**src/rtl/ex_mem_stage_if.sv**
```systemverilog
// Data-memory request/acknowledge port of the EX/MEM stage.
// The stage is the master: it drives address, store data, request and
// direction; the memory answers with ack and load data in the same cycle.
interface ex_mem_stage_if #(
    parameter int N = 64
);
    logic [N-1:0] dm_addr;
    logic [N-1:0] dm_wdata;
    logic         dm_req;
    logic         dm_we;
    logic         dm_ack;
    logic [N-1:0] dm_rdata;

    modport master (
        output dm_addr,
        output dm_wdata,
        output dm_req,
        output dm_we,
        input  dm_ack,
        input  dm_rdata
    );

    modport slave (
        input  dm_addr,
        input  dm_wdata,
        input  dm_req,
        input  dm_we,
        output dm_ack,
        output dm_rdata
    );
endinterface

```
**src/rtl/ex_mem_stage.sv**
```systemverilog
// EX/MEM pipeline register and memory-access stage of the 64-bit LEGv8 pipe.
// Latches execute results, runs a two-state req/ack memory FSM with an
// abort timeout, resolves CBZ branches and feeds the MEM/WB register.
// The whole upstream pipe is held (stall_M) while a load/store is in flight.
module ex_mem_stage #(
    parameter int N       = 64,
    parameter int TIMEOUT = 16
) (
    input  logic         clk,
    input  logic         reset,

    input  logic         valid_E,
    input  logic         memRead_E,
    input  logic         memWrite_E,
    input  logic         branch_E,
    input  logic         regWrite_E,
    input  logic [4:0]   writeReg_E,
    input  logic [N-1:0] aluResult_E,
    input  logic [N-1:0] writeData_E,
    input  logic [N-1:0] PCBranch_E,
    input  logic         zero_E,
    input  logic         flush_E,

    ex_mem_stage_if.master dm,

    output logic         PCSrc_M,
    output logic [N-1:0] PCBranch_M,
    output logic         stall_M,
    output logic         mem_err,

    output logic         valid_W,
    output logic         regWrite_W,
    output logic [4:0]   writeReg_W,
    output logic [N-1:0] aluResult_W,
    output logic [N-1:0] readData_W,
    output logic         memToReg_W
);

    localparam int              CNT_W    = $clog2(TIMEOUT);
    localparam logic [CNT_W-1:0] CNT_LAST = CNT_W'(TIMEOUT - 1);

    typedef enum logic {
        S_IDLE,
        S_REQ
    } state_t;

    state_t           r_state;
    state_t           w_state_nxt;
    logic [CNT_W-1:0] r_cnt;
    logic [CNT_W-1:0] w_cnt_nxt;

    // EX/MEM register
    logic             r_valid_M;
    logic             r_memRead_M;
    logic             r_memWrite_M;
    logic             r_branch_M;
    logic             r_regWrite_M;
    logic [4:0]       r_writeReg_M;
    logic [N-1:0]     r_aluResult_M;
    logic [N-1:0]     r_writeData_M;
    logic [N-1:0]     r_PCBranch_M;
    logic             r_zero_M;

    // MEM/WB register
    logic             r_valid_W;
    logic             r_regWrite_W;
    logic [4:0]       r_writeReg_W;
    logic [N-1:0]     r_aluResult_W;
    logic [N-1:0]     r_readData_W;
    logic             r_memToReg_W;

    logic             r_mem_err;

    logic             w_memOp;
    logic             w_in_req;
    logic             w_ack;
    logic             w_timeout;
    logic             w_stall;

    assign w_memOp   = r_valid_M & (r_memRead_M | r_memWrite_M);
    assign w_in_req  = (r_state == S_REQ);
    // ack is only meaningful while a request is on the bus
    assign w_ack     = w_in_req & dm.dm_ack;
    // abort on the last allowed REQ cycle unless the memory answers in it
    assign w_timeout = w_in_req & ~dm.dm_ack & (r_cnt == CNT_LAST);
    // stall releases combinationally in the completing cycle
    assign w_stall   = w_memOp & ~(w_ack | w_timeout);

    // State register and REQ-cycle counter
    always_ff @(posedge clk or negedge reset) begin
        if (!reset) begin
            r_state <= S_IDLE;
            r_cnt   <= '0;
        end else begin
            r_state <= w_state_nxt;
            r_cnt   <= w_cnt_nxt;
        end
    end

    // Next-state: issue after one IDLE cycle, leave REQ on ack or timeout
    always_comb begin
        w_state_nxt = r_state;
        w_cnt_nxt   = r_cnt;
        case (r_state)
            S_IDLE: begin
                if (w_memOp) begin
                    w_state_nxt = S_REQ;
                    w_cnt_nxt   = '0;
                end
            end
            S_REQ: begin
                if (w_ack || w_timeout) begin
                    w_state_nxt = S_IDLE;
                end else begin
                    w_cnt_nxt = r_cnt + CNT_W'(1);
                end
            end
            default: begin
                w_state_nxt = S_IDLE;
                w_cnt_nxt   = '0;
            end
        endcase
    end

    // FSM outputs: memory port driven only in REQ
    always_comb begin
        dm.dm_req   = 1'b0;
        dm.dm_we    = 1'b0;
        dm.dm_addr  = r_aluResult_M;
        dm.dm_wdata = r_writeData_M;
        if (r_state == S_REQ) begin
            dm.dm_req = 1'b1;
            dm.dm_we  = r_memWrite_M;
        end
    end

    // EX/MEM register: load when not stalled, flush only takes effect on load
    always_ff @(posedge clk or negedge reset) begin
        if (!reset) begin
            r_valid_M     <= 1'b0;
            r_memRead_M   <= 1'b0;
            r_memWrite_M  <= 1'b0;
            r_branch_M    <= 1'b0;
            r_regWrite_M  <= 1'b0;
            r_writeReg_M  <= '0;
            r_aluResult_M <= '0;
            r_writeData_M <= '0;
            r_PCBranch_M  <= '0;
            r_zero_M      <= 1'b0;
        end else if (!w_stall) begin
            r_valid_M     <= valid_E & ~flush_E;
            r_memRead_M   <= memRead_E;
            r_memWrite_M  <= memWrite_E;
            r_branch_M    <= branch_E;
            r_regWrite_M  <= regWrite_E;
            r_writeReg_M  <= writeReg_E;
            r_aluResult_M <= aluResult_E;
            r_writeData_M <= writeData_E;
            r_PCBranch_M  <= PCBranch_E;
            r_zero_M      <= zero_E;
        end
    end

    // MEM/WB register: bubble while stalled, pass results once M completes
    always_ff @(posedge clk or negedge reset) begin
        if (!reset) begin
            r_valid_W     <= 1'b0;
            r_regWrite_W  <= 1'b0;
            r_writeReg_W  <= '0;
            r_aluResult_W <= '0;
            r_readData_W  <= '0;
            r_memToReg_W  <= 1'b0;
        end else if (w_stall) begin
            r_valid_W    <= 1'b0;
            r_regWrite_W <= 1'b0;
        end else begin
            r_valid_W     <= r_valid_M;
            // stores never write the register file
            r_regWrite_W  <= r_valid_M & r_regWrite_M & ~r_memWrite_M;
            r_writeReg_W  <= r_writeReg_M;
            r_aluResult_W <= r_aluResult_M;
            r_memToReg_W  <= r_memRead_M;
            if (r_memRead_M && w_ack) begin
                r_readData_W <= dm.dm_rdata;
            end else if (w_timeout) begin
                r_readData_W <= '0;
            end
        end
    end

    // Sticky abort flag, cleared only by reset
    always_ff @(posedge clk or negedge reset) begin
        if (!reset) begin
            r_mem_err <= 1'b0;
        end else if (w_timeout) begin
            r_mem_err <= 1'b1;
        end
    end

    assign stall_M     = w_stall;
    assign PCSrc_M     = r_valid_M & r_branch_M & r_zero_M;
    assign PCBranch_M  = r_PCBranch_M;
    assign mem_err     = r_mem_err;
    assign valid_W     = r_valid_W;
    assign regWrite_W  = r_regWrite_W;
    assign writeReg_W  = r_writeReg_W;
    assign aluResult_W = r_aluResult_W;
    assign readData_W  = r_readData_W;
    assign memToReg_W  = r_memToReg_W;

endmodule
```
**src/flat_wrapper.sv**
```systemverilog
// flat-port wrapper written by rule: the top's interface ports become plain ports
module ex_mem_stage_flat 
#(
    parameter int N       = 64,
    parameter int TIMEOUT = 16
)
  (clk, reset, valid_E, memRead_E, memWrite_E, branch_E, regWrite_E, writeReg_E, aluResult_E, writeData_E, PCBranch_E, zero_E, flush_E, PCSrc_M, PCBranch_M, stall_M, mem_err, valid_W, regWrite_W, writeReg_W, aluResult_W, readData_W, memToReg_W, dm_dm_addr, dm_dm_wdata, dm_dm_req, dm_dm_we, dm_dm_ack, dm_dm_rdata);
  ex_mem_stage_if #(.N(N)) dm_i ();
  input  logic clk;
  input  logic reset;
  input  logic valid_E;
  input  logic memRead_E;
  input  logic memWrite_E;
  input  logic branch_E;
  input  logic regWrite_E;
  input  logic [4:0] writeReg_E;
  input  logic [N-1:0] aluResult_E;
  input  logic [N-1:0] writeData_E;
  input  logic [N-1:0] PCBranch_E;
  input  logic zero_E;
  input  logic flush_E;
  output logic PCSrc_M;
  output logic [N-1:0] PCBranch_M;
  output logic stall_M;
  output logic mem_err;
  output logic valid_W;
  output logic regWrite_W;
  output logic [4:0] writeReg_W;
  output logic [N-1:0] aluResult_W;
  output logic [N-1:0] readData_W;
  output logic memToReg_W;
  output wire logic [$bits(dm_i.dm_addr)-1:0] dm_dm_addr;
  output wire logic [$bits(dm_i.dm_wdata)-1:0] dm_dm_wdata;
  output wire logic [$bits(dm_i.dm_req)-1:0] dm_dm_req;
  output wire logic [$bits(dm_i.dm_we)-1:0] dm_dm_we;
  input wire logic [$bits(dm_i.dm_ack)-1:0] dm_dm_ack;
  input wire logic [$bits(dm_i.dm_rdata)-1:0] dm_dm_rdata;
  assign dm_dm_addr = dm_i.dm_addr;
  assign dm_dm_wdata = dm_i.dm_wdata;
  assign dm_dm_req = dm_i.dm_req;
  assign dm_dm_we = dm_i.dm_we;
  assign dm_i.dm_ack = dm_dm_ack;
  assign dm_i.dm_rdata = dm_dm_rdata;
  ex_mem_stage #(.N(N), .TIMEOUT(TIMEOUT)) u_core (.clk(clk), .reset(reset), .valid_E(valid_E), .memRead_E(memRead_E), .memWrite_E(memWrite_E), .branch_E(branch_E), .regWrite_E(regWrite_E), .writeReg_E(writeReg_E), .aluResult_E(aluResult_E), .writeData_E(writeData_E), .PCBranch_E(PCBranch_E), .zero_E(zero_E), .flush_E(flush_E), .dm(dm_i), .PCSrc_M(PCSrc_M), .PCBranch_M(PCBranch_M), .stall_M(stall_M), .mem_err(mem_err), .valid_W(valid_W), .regWrite_W(regWrite_W), .writeReg_W(writeReg_W), .aluResult_W(aluResult_W), .readData_W(readData_W), .memToReg_W(memToReg_W));
endmodule
```
**config.mk**
```make
export PLATFORM = sky130hd
export DESIGN_NAME = ex_mem_stage_flat
export DESIGN_NICKNAME = d
export VERILOG_FILES = /design/src/rtl/ex_mem_stage_if.sv /design/src/rtl/ex_mem_stage.sv /design/src/flat_wrapper.sv
export SDC_FILE = /design/constraint.sdc
export NUM_CORES = 1
export LEC_CHECK = 0
export CORE_AREA = 3 3 236 238
export CTS_CLUSTER_SIZE = 14
export DETAILED_ROUTE_END_ITERATION = 8
export DIE_AREA = 0 0 239 241
export PLACE_DENSITY = 0.62
export SYNTH_ARGS = -nofsm -noshare
export SYNTH_HDL_FRONTEND = slang
export SYNTH_SLANG_ARGS = --single-unit
```
**constraint.sdc**
```tcl
create_clock -name clk -period 2.4 [get_ports clk]
set_input_delay 0.48 -clock clk [delete_from_list [all_inputs] [get_ports clk]]
set_output_delay 0.48 -clock clk [all_outputs]
set_load 0.01 [all_outputs]
```
# [Yosys cells after proc, flatten, opt, wreduce, memory -nomap -nowiden]
# Cells that the tools add are included.
# W data, S select, Z words.
[totals] ff_bits=345 latch_bits=0 ramBits=0 mem_bits_ro=0 input_bits=271 out_inout_bits=333 elab_cells=58 mem_count=0
[op_classes] add_sub_neg=1 mul=0 div=0 magnitude_cmp=0 eq_ne=3 n_shift=0 n_mux=12 bitwise=18 reduce_logical=5
[op_table] operator="$mux W64" count=2
[op_table] operator="$and A1 B1 Y1" count=10
[op_table] operator="$mux W4" count=2
[op_table] operator="$pmux W4 S2" count=1
[op_table] operator="$mux W1" count=6
[op_table] operator="$not A1 Y1" count=6
[op_table] operator="$add A4 B1 Y4 const B" count=1
[op_table] operator="$eq A4 B4 Y1 const B" count=1
[op_table] operator="$reduce_and A2 Y1" count=2
[op_table] operator="$ne A2 B1 Y1 const B" count=1
[op_table] operator="$ne A2 B2 Y1 const B" count=1
[op_table] operator="$or A1 B1 Y1" count=2
[op_table] operator="$pmux W1 S2" count=1
[op_table] operator="$reduce_bool A2 Y1" count=1
[op_table] operator="$logic_and A1 B1 Y1" count=1
[op_table] operator="$logic_or A1 B1 Y1" count=1

# [Logic depth before layout (Yosys ltp)]
# Gate-level depths: netlist of run 1.
[depth] ltp_word=8 depth_mapped=6

# [Least setup slack after synthesis of run 1]
# OpenSTA, ideal clock, no wires.
[synth_path] path_type="flip-flop to output port" from="reg u_core.r_cnt[0]" to="out stall_M" arrival_time_ns=1.525 required_ns=1.920 path_slack_ns=0.395 path_stages_with_launch=6 path_buffers=2 cell_sequence="dfrtp_1 > ha_1 > a31o_2 > a21oi_4 > buf_6 > buf_6"
[synth_via] elab_chain_cells=5
[synth_rtl] element="start: declaration" line_no="ex_mem_stage.sv:49" source="logic [CNT_W-1:0] r_cnt;"
[synth_rtl] element="start signal: assignment" line_no="ex_mem_stage.sv:96" source="r_cnt <= w_cnt_nxt;"
[synth_rtl] element="$eq A4 B4 Y1" line_no="ex_mem_stage.sv:85" source="assign w_timeout = w_in_req & ~dm.dm_ack & (r_cnt == CNT_LAST);"
[synth_rtl] element="$and A1 B1 Y1" line_no="ex_mem_stage.sv:85"
[synth_rtl] element="$or A1 B1 Y1" line_no="ex_mem_stage.sv:87" source="assign w_stall = w_memOp & ~(w_ack | w_timeout);"
[synth_rtl] element="$not A1 Y1" line_no="ex_mem_stage.sv:87"
[synth_rtl] element="$and A1 B1 Y1" line_no="ex_mem_stage.sv:87"
[synth_rtl] element="end: declaration" line_no="flat_wrapper.sv:24" source="output logic stall_M;"
# No other way between the ends.

# [Worst setup path after layout of run 1]
[layout_path] from="reg u_core.r_cnt[1]" to="out stall_M"
# The elaborated chain is that of the path after synthesis.

==> metrics.yaml, run 1 <==
worst_hold_path:
  hold_class: "flip-flop to flip-flop"
final_layout:
  final_common_cell: "clkdlybuf4s50_1"
  fillers: 5033
  drive_above_1_share_pct: 12.13
  synthToLayoutAreaGrowth_pct: 63.98
  layout.nets: 1681
  fin_util_pct: 39.42
  final_cells: 2134
  final_cell_mix: "601 x clkdlybuf4s50_1, 344 x dfrtp_1, 205 x mux2_1, 66 x mux2_2, 64 x a22o_1"
  fin_area_sq_mm: 0.02122
placed_design:
  routabilityCongestion: 0.7528
  pre_cts_ws_ps: -108.5
  port_buffers: 603
  postPlaceCellArea_sq_mm: 0.01989
  place_inst: 2061
  hpwl_um: 29430
timing:
  slew_headroom_pct: 62.94
  min_period_over_period_pct: 95.53
  drv_slew: 0
  rsz0062_at_grt: "false"
  timing.fmax_mhz: 436.2
  worst_slack_ps: 107.4
  fin_hold_ws_ps: 481.2
  skew_ps: 11.34
  worst_pin_slew_ps: 555.9
  final-setup-viol-count: 0
  hold_viol: 0
  fin_crit_ps: 2293
setup_path:
  cp-end-kind: "primary output"
  r2r_end: "u_core.dm.dm_wdata[60]"
  crit_start: "u_core.r_cnt[1]"
  endpoint: "stall_M"
  cp_slowest_cell: "dfrtp_1"
  worstReg2RegStart: "u_core.r_cnt[1]"
  critPathLaunchType: "flip-flop"
  cp_max_fo: 4
  required_ps: 1920
  worstPathCellList: "ha_1, a31o_2, a21oi_4, buf_2"
  ff2ff_setup_slack_ps: 180
  r2r_cells: 6
  arrival_ps: 1810
  cpPeakStageDelay_ps: 410
  worstSetupPathType: "flip-flop to primary output"
global_route:
  use_met3_pct: 4.662
  use_met1_pct: 14.26
  grt_first_pass_wirelength_um: 57530
  grt_pass1_vias: 9750
  antenna_found_initial: 3
  overflow: 0
  met2_usage_pct: 22.52
  top_usage_layer: "met2"
  grtUsageTotal_pct: 12.75
  grt_max_degree: 65
cts:
  clkLatencyLatePin_ps: 530
  clock-sinks: 345
  cts_tree: "yes"
  numCtsBuffers: 40
  ctsRootBufferMaster: "clkbuf_16"
  htree_levels: 2
  clkTransAtPathRegs_ps: 60
  clockBufferDepth: 3
floorplan:
  die_w_um: 239
  die_h_um: 241
  placementRows: 85
  core_sq_mm: 0.05381
  io_pins: 604
  start_util_pct: 24.04
  die_area_sq_mm: 0.05760
synth:
  synth_nets: 1038
  netlist_area_sq_mm: 0.01294
  seq_area_frac_synth_pct: 66.73
  synth.distinct_cells: 35
  ys_seq_elements: 345
  syn_area_per_cell_sq_um: 16.89
  syn_inst: 766
  yosys_warnings: 0
detailed_routing:
  routed_via_density: 4.195
  antenna_left: 0
  drt_iter0_drc: 230
  wl_um: 38820
  vias: 8953
  drc: 0
  dr.pass1.iters: 4
  wl_per_cell_um: 18.19
flow_run:
  maxCapViolations: 0
power_and_ir_drop:
  powerDensity_mw_per_mm2: 1264
  leakagePower_nw: 8.802
  vdd_drop_max_mv: 0.6464
outcome:
  status: "complete, no violations"
## cells in the mapped netlist (all sizes together)
| cell | count | area (sq um) |
|---|---|---|
| o21ai | 5 | 28.78 |
| mux2 | 271 | 3052 |
| clkbuf | 6 | 22.52 |
| inv | 4 | 15.01 |
| nand4b | 2 | 17.52 |
| nand2b | 1 | 6.260 |
| a21oi | 5 | 36.29 |
| and2 | 1 | 6.260 |
| xnor2 | 1 | 8.760 |
| a211oi | 1 | 7.510 |
| a2111oi | 1 | 8.760 |
| a311oi | 1 | 8.760 |
| mux2i | 1 | 10.01 |
| a21o | 2 | 15.01 |
| and3 | 1 | 6.260 |
| a22o | 64 | 560.5 |
| buf | 39 | 400.4 |
| nor2b | 1 | 6.260 |
| nor2 | 2 | 7.510 |
| o22a | 1 | 8.760 |
| nor4bb | 1 | 10.01 |
| nand2 | 3 | 11.26 |
| dfrtp | 345 | 8633 |
| nand3 | 3 | 15.01 |
| ha | 1 | 12.51 |
| a31o | 1 | 8.760 |
| a31oi | 1 | 6.260 |
| o21bai | 1 | 7.510 |
## metal layers
| metal | wire length [um] | vias up |
|---|---|---|
| li1 | - | 4046 |
| met1 | 14680 | 4450 |
| met2 | 19600 | 393 |
| met3 | 3490 | 64 |
| met4 | 1048 | 0 |
| met5 | 0 | - |
## worst min-delay path by stage
stage / from / to / slack, ps / depth (start not counted)
after floorplan: reset / u_core.PCBranch_M[0] / 180 / 0
after global placement: u_core.r_writeReg_M[3] / u_core.writeReg_W[3] / 460 / 1
after detailed placement: u_core.mem_err / u_core.mem_err / 470 / 1
after CTS: reset / u_core.dm.dm_addr[13] / 490 / 2
after global routing: u_core.dm.dm_wdata[32] / u_core.dm.dm_wdata[32] / 500 / 1
final: u_core.mem_err / u_core.mem_err / 480 / 1
## registers in the layout, summed over array words and instances, names as in the netlist, 4 cells and up
name	count
u_core.writeReg_W	5
u_core.r_writeReg_M	5
u_core.readData_W	64
u_core.aluResult_W	64
u_core.r_cnt	4
u_core.dm.dm_addr	64
u_core.dm.dm_wdata	64
u_core.PCBranch_M	64
## worst max-delay path: cells and delay by family, from the launching register on
family          cells  cell delay, ps
fa+ha+maj           1             220
compound gates      2             470
flops               1             410
buf+inv             1             180
## cells by family (layout without fill, tap and decap cells)
logic type      Yosys count  count (layout)  synth area share (%)
fa+ha+maj                 1               1               0.09670
compound gates           83              83                 5.387
buf+inv                  49             718                 3.385
mux                     272             272                 23.67
other cells               0               3                     0
simple gates             15              15                0.6674
flops                   345             345                 66.73
xor+xnor                  1               1               0.06771
## cell type report
cell class,instances,area (sq um),area share [%]
Sequential cell,345,8635,40.70
Timing Repair Buffer,646,6511,30.69
Multi-Input combinational cell,372,3875,18.26
Clock buffer,62,1215,5.727
Tap cell,696,870.8,4.105
Clock inverter,6,86.33,0.4069
Inverter,4,15.01,0.07077
Antenna cell,3,7.507,0.03539
## power by group
group          switching [mW]  internal (mW)
Clock                    2.32           3.67
Sequential               1.48           8.24
Combinational            4.40           6.70
## per-stage QoR
step / power (mW) / setup TNS (ps)
after floorplan: 14.47 / 0
after global placement: 20.87 / -5606
after detailed placement: 21.09 / -7378
after CTS: 27.31 / 0
after global routing: 28.30 / 0
final: 26.81 / 0
## timing repair
action,in CTS,in global routing
setup endpoints to repair,1,1
endpoints found under the hold margin,52,0
hold buffers,1,0
resized for setup,4,1
gates cloned,0,0
setup buffers,1,0
Power figures use the tool's default switching activity.
==> inputs of run 2 (changes only) <==
--- a/config.mk
+++ b/config.mk
@@ -10,6 +10,7 @@
 export DETAILED_ROUTE_END_ITERATION = 8
 export DIE_AREA = 0 0 239 241
 export PLACE_DENSITY = 0.62
+export SETUP_SLACK_MARGIN = 0.05
 export SYNTH_ARGS = -nofsm -noshare
 export SYNTH_HDL_FRONTEND = slang
 export SYNTH_SLANG_ARGS = --single-unit
==> constraint.sdc (replaced) <==
create_clock -name clk -period 2.4 [get_ports clk]
set_input_delay 0.48 -clock clk [delete_from_list [all_inputs] [get_ports clk]]
set_output_delay 0.48 -clock clk [all_outputs]
set_load 0.05 [all_outputs]
==> metrics.yaml, run 2 (synthesized netlist as in run 1, its figures left out) <==
outcome:
  status: "complete, no violations"  # unchanged
cts:
  clock-sinks: 345  # unchanged
  ctsRootBufferMaster: "clkbuf_16"  # unchanged
  clkLatencyLatePin_ps: 540  # was 530 ps
  htree_levels: 2  # unchanged
  clkTransAtPathRegs_ps: 50  # was 60 ps
  cts_tree: "yes"  # unchanged
  clockBufferDepth: 3  # unchanged
  numCtsBuffers: 39  # was 40
detailed_routing:
  wl_per_cell_um: 18.31  # was 18.19 um
  drt_iter0_drc: 230  # unchanged
  vias: 8936  # was 8953
  drc: 0  # unchanged
  routed_via_density: 4.164  # was 4.195
  antenna_left: 0  # unchanged
  wl_um: 39300  # was 38820 um
  dr.pass1.iters: 4  # unchanged
timing:
  hold_viol: 0  # unchanged
  drv_slew: 0  # unchanged
  timing.fmax_mhz: 431.4  # was 436.2 MHz
  tns_ps: 0  # unchanged
  worst_pin_slew_ps: 605.2  # was 555.9 ps
  final-setup-viol-count: 0  # unchanged
  fin_crit_ps: 2318  # was 2293 ps
  min_period_over_period_pct: 96.58  # was 95.53%
  slew_headroom_pct: 59.53  # was 62.94%
  rsz0062_at_grt: "true"  # was false
  skew_ps: 15.84  # was 11.34 ps
setup_path:
  critPathLaunchType: "flip-flop"  # unchanged
  r2r_cells: 7  # was 6
  worstReg2RegStart: "u_core.r_cnt[1]"  # unchanged
  ff2ff_setup_slack_ps: 150  # was 180 ps
  cp_max_fo: 6  # was 4
  arrival_ps: 1840  # was 1810 ps
  required_ps: 1920  # about the same
  r2r_end: "u_core.PCBranch_M[57]"  # was u_core.dm.dm_wdata[60]
  cp-end-kind: "primary output"  # unchanged
  worstSetupPathType: "flip-flop to primary output"  # unchanged
power_and_ir_drop:
  clkPwrFrac_pct: 18.1  # was 22.4%
  seq_power_share_pct: 28.1  # was 36.2%
  vdd_drop_max_mv: 0.8529  # was 0.6464 mV
  combPwrFrac_pct: 53.8  # was 41.4%
  powerDensity_mw_per_mm2: 1613  # was 1264 mW/mm^2
  switching_share_pct: 45.09  # was 30.58%
  leakagePower_nw: 8.942  # was 8.802 nW
  netSwitchingPower_mw: 15.61  # was 8.200 mW
  internal_power_mw: 19.01  # was 18.61 mW
  power_mw: 34.63  # was 26.81 mW
flow_run:
  maxCapViolations: 0  # unchanged
worst_hold_path:
  worstHoldEndpoint: "u_core.writeReg_W[2]"  # was u_core.mem_err
  hold_class: "flip-flop to flip-flop"  # unchanged
  hold_depth: 1  # unchanged
  hp-start: "u_core.r_writeReg_M[2]"  # was u_core.mem_err
final_layout:
  synthToLayoutAreaGrowth_pct: 65.96  # was 63.98%
  drive_above_1_share_pct: 13.47  # was 12.13%
  fillers: 5017  # was 5033
  fin_area_sq_mm: 0.02147  # was 0.02122 sq mm
  final_common_cell: "clkdlybuf4s50_1"  # unchanged
  layout.nets: 1691  # was 1681
  final_cell_mix: "593 x clkdlybuf4s50_1, 343 x dfrtp_1, 205 x mux2_1, 66 x mux2_2, 64 x a22o_1"  # was 601 x clkdlybuf4s50_1, 344 x dfrtp_1, 205 x mux2_1, 66 x mux2_2, 64 x a22o_1
floorplan:
  io_pins: 604  # unchanged
  placementRows: 85  # unchanged
  die_area_sq_mm: 0.05760  # unchanged
  die_h_um: 241  # unchanged
  start_util_pct: 24.04  # unchanged
  die_w_um: 239  # unchanged
  core_sq_mm: 0.05381  # unchanged
global_route:
  grt_first_pass_wirelength_um: 58540  # was 57530 um
  grtUsageTotal_pct: 13.00  # was 12.75%
  overflow: 0  # unchanged
  grt_max_degree: 65  # unchanged
  antenna_found_initial: 2  # was 3
  grt_pass1_vias: 9825  # was 9750
placed_design:
  routabilityCongestion: 0.7475  # was 0.7528
  postPlaceCellArea_sq_mm: 0.02001  # was 0.01989 sq mm
  port_buffers: 603  # unchanged
  hpwl_um: 29790  # was 29430 um
run 2: worst max-delay path: stages (launching register included):
cell and delay, ps:
dfrtp_2 440, ha_4 200, a31o_4 240, a21oi_4 170, buf_12 120, buf_12 120
run 2: stage by stage:
step	worst slack, ps	utilization [%]	std cells	hold slack, ps
after floorplan	341.0	-	766	184.4
after global placement	79.26	37.18	2066	461.6
after detailed placement	64.28	37.18	2066	472.1
after CTS	-1.596	39.80	2139	480.3
after global routing	-1.988	39.89	2144	491.0
final	82.09	39.90	2146	483.6
run 2: timing repair:
| action | 4_1_cts | 5_1_grt |
|---|---|---|
| setup endpoints to repair | 6 | 133 |
| hold endpoints to repair | 48 | 0 |
| buffers inserted | 2 | 5 |
| pin swaps | 1 | 3 |
| hold buffers | 1 | 0 |
| gates resized for setup | 8 | 3 |
run 2: power groups by stage:
stage          clock network [mW]  registers (mW)  logic, mW
2_1_floorplan                   0            17.7       3.88
3_5_place_dp                    0            9.81       18.8
6_report                     6.28            9.71       18.6
5_1_grt                      6.74            10.1       19.4
3_3_place_gp                    0            9.74       18.6
4_1_cts                      6.51            9.77       18.8
run 2: worst max path at each step:
stage / start / endpoint / slack (ps)
2_1_floorplan: u_core.r_cnt[0] / stall_M / 340
3_3_place_gp: dm_dm_ack / u_core.dm.dm_addr[3] / 80
3_5_place_dp: dm_dm_ack / u_core.dm.dm_wdata[43] / 60
4_1_cts: u_core.r_cnt[1] / stall_M / -2
5_1_grt: u_core.r_cnt[1] / stall_M / -2
6_report: u_core.r_cnt[1] / stall_M / 80
run 2: layout make-up:
class                      count  area (sq um)  share of cell area (%)
antenna                        2         5.005                 0.02331
tap                          696         870.8                   4.056
sequential                   345          8636                   40.22
clock buffer                  58          1200                   5.589
clock inverter                12         172.7                  0.8042
timing repair buffer         657          6675                   31.09
multi-input combinational    372          3896                   18.15
inverter                       4         15.01                 0.06993
run 2: metal layers:
layer  vias to the layer above  track usage [%]  part of all wire [%]
met5                         -                0                     0
met1                      4426            14.68                    38
met3                        61            4.879                   9.4
met4                         0            3.537                   2.1
li1                       4068                -                     -
met2                       381            23.10                    51
==> inputs of run 3 (changes only) <==
--- a/config.mk
+++ b/config.mk
@@ -6,10 +6,9 @@
 export NUM_CORES = 1
 export LEC_CHECK = 0
 export CORE_AREA = 3 3 236 238
-export CTS_CLUSTER_SIZE = 14
+export CTS_CLUSTER_SIZE = 16
 export DETAILED_ROUTE_END_ITERATION = 8
 export DIE_AREA = 0 0 239 241
-export PLACE_DENSITY = 0.62
 export SETUP_SLACK_MARGIN = 0.05
 export SYNTH_ARGS = -nofsm -noshare
 export SYNTH_HDL_FRONTEND = slang
==> metrics.yaml, run 3 (synthesized netlist as in run 1, its figures left out) <==
setup_path:
  worstSetupPathType: "flip-flop to primary output"  # unchanged
  critPathLaunchType: "flip-flop"  # unchanged
  cp-end-kind: "primary output"  # unchanged
  arrival_ps: 1850  # was 1840 ps
  required_ps: 1920  # about the same
  cp_max_fo: 6  # unchanged
placed_design:
  routabilityCongestion: 0.7543  # was 0.7475
  port_buffers: 603  # unchanged
  hpwl_um: 30350  # was 29790 um
  place_inst: 2065  # was 2066
  postPlaceCellArea_sq_mm: 0.01997  # was 0.02001 sq mm
final_layout:
  fin_area_sq_mm: 0.02138  # was 0.02147 sq mm
  drive_above_1_share_pct: 13.20  # was 13.47%
  final_common_cell: "clkdlybuf4s50_1"  # unchanged
  fillers: 5003  # was 5017
  seqCellArea_sq_mm: 0.008635  # was 0.008636 sq mm
  diodes: 0  # was 2
  multi_input_area_sq_mm: 0.003896  # unchanged
  final_cell_mix: "594 x clkdlybuf4s50_1, 344 x dfrtp_1, 205 x mux2_1, 66 x mux2_2, 64 x a22o_1"  # was 593 x clkdlybuf4s50_1, 343 x dfrtp_1, 205 x mux2_1, 66 x mux2_2, 64 x a22o_1
  final_cells: 2143  # was 2146
  fin_util_pct: 39.73  # was 39.90%
  synthToLayoutAreaGrowth_pct: 65.25  # was 65.96%
  layout.nets: 1690  # was 1691
timing:
  worst_pin_slew_ps: 611.2  # was 605.2 ps
  final-setup-viol-count: 0  # unchanged
  timing.fmax_mhz: 429.3  # was 431.4 MHz
  fin_crit_ps: 2329  # was 2318 ps
  min_period_over_period_pct: 97.05  # was 96.58%
  rsz0062_at_grt: "true"  # unchanged
  skew_ps: 13.55  # was 15.84 ps
  hold_viol: 0  # unchanged
  tns_ps: 0  # unchanged
  slew_headroom_pct: 59.26  # was 59.53%
  drv_slew: 0  # unchanged
floorplan:
  io_pins: 604  # unchanged
  core_sq_mm: 0.05381  # unchanged
  start_util_pct: 24.04  # unchanged
  die_w_um: 239  # unchanged
  die_area_sq_mm: 0.05760  # unchanged
  die_h_um: 241  # unchanged
  placementRows: 85  # unchanged
global_route:
  grtUsageTotal_pct: 13.27  # was 13.00%
  grt_first_pass_wirelength_um: 58990  # was 58540 um
  antenna_found_initial: 2  # unchanged
  overflow: 0  # unchanged
  grt_max_degree: 65  # unchanged
  grt_pass1_vias: 9702  # was 9825
detailed_routing:
  drc: 0  # unchanged
  wl_um: 39900  # was 39300 um
  drt_iter0_drc: 233  # was 230
  routed_via_density: 4.164  # about the same
  antenna_left: 0  # unchanged
  vias: 8923  # was 8936
  wl_per_cell_um: 18.62  # was 18.31 um
  dr.pass1.iters: 4  # unchanged
power_and_ir_drop:
  power_mw: 34.33  # was 34.63 mW
  leakagePower_nw: 8.903  # was 8.942 nW
  vdd_drop_max_mv: 0.8407  # was 0.8529 mV
  powerDensity_mw_per_mm2: 1606  # was 1613 mW/mm^2
worst_hold_path:
  hold_class: "flip-flop to flip-flop"  # unchanged
cts:
  ctsRootBufferMaster: "clkbuf_16"  # unchanged
  cts_tree: "yes"  # unchanged
  clockBufferDepth: 3  # unchanged
  numCtsBuffers: 39  # unchanged
  clkTransAtPathRegs_ps: 60  # was 50 ps
  clock-sinks: 345  # unchanged
  htree_levels: 2  # unchanged
  clkLatencyLatePin_ps: 530  # was 540 ps
outcome:
  status: "complete, no violations"  # unchanged
flow_run:
  maxCapViolations: 0  # unchanged
-- run 3: routing by layer --
| metal | routed length, um | track usage, % | share of wire (%) |
|---|---|---|---|
| met5 | 18 | 0 | 0.045 |
| met4 | 812 | 3.647 | 2.0 |
| met3 | 3832 | 4.959 | 9.6 |
| met2 | 20460 | 23.80 | 51 |
| met1 | 14780 | 14.82 | 37 |
-- run 3: timing repair --
action,in CTS,in global routing
pin swaps,1,3
hold buffers,1,0
setup buffers,2,4
hold endpoints to repair,48,0
endpoints found under the setup margin,4,1
gates cloned,1,0
gates resized for setup,6,1
-- run 3: final timing paths --
| kind | startpoint | endpoint | slack, ps | depth (start not counted) |
|---|---|---|---|---|
| min in group asynchronous | reset | u_core.dm.dm_wdata[63] | 500 | 2 |
| hold reg to reg | u_core.mem_err | u_core.mem_err | 490 | 1 |
| setup / recovery | u_core.r_cnt[1] | stall_M | 70 | 5 |
| hold / removal | u_core.mem_err | u_core.mem_err | 490 | 1 |
| max in group asynchronous | reset | u_core.r_cnt[0] | 1070 | 3 |
| setup reg to reg | u_core.r_cnt[1] | u_core.r_memWrite_M | 180 | 8 |
-- run 3: critical path, cell delays in order, from the launching register on --
cell	delay, ps
dfrtp_1	430
ha_4	210
a31o_4	240
a21oi_4	180
buf_12	130
buf_12	130
-- run 3: final cells by class --
cell class                 instances  area share (%)
clock buffer                      61           5.618
clock inverter                     9          0.4623
inverter                           4         0.07023
multi-input combinational        372           18.22
sequential                       345           40.39
tap                              696           4.073
timing repair buffer             656           31.16
-- run 3: report_power, final --
part | internal (mW) | switching [mW] | leakage (nW) | total [mW]
Sequential | 8.24 | 1.47 | 4.09 | 9.71
Clock | 3.65 | 2.32 | 0.645 | 5.97
Combinational | 6.89 | 11.8 | 4.17 | 18.7
Total | 18.8 | 15.6 | 8.90 | 34.3
-- run 3: metrics by stage --
stage               setup slack (ps)  hold slack (ps)
floorplan                      341.0            184.4
finish                         70.81            485.8
global route                  -14.89            500.4
detailed placement             40.10            466.9
global placement               62.17            463.9
CTS                           -1.172            485.7
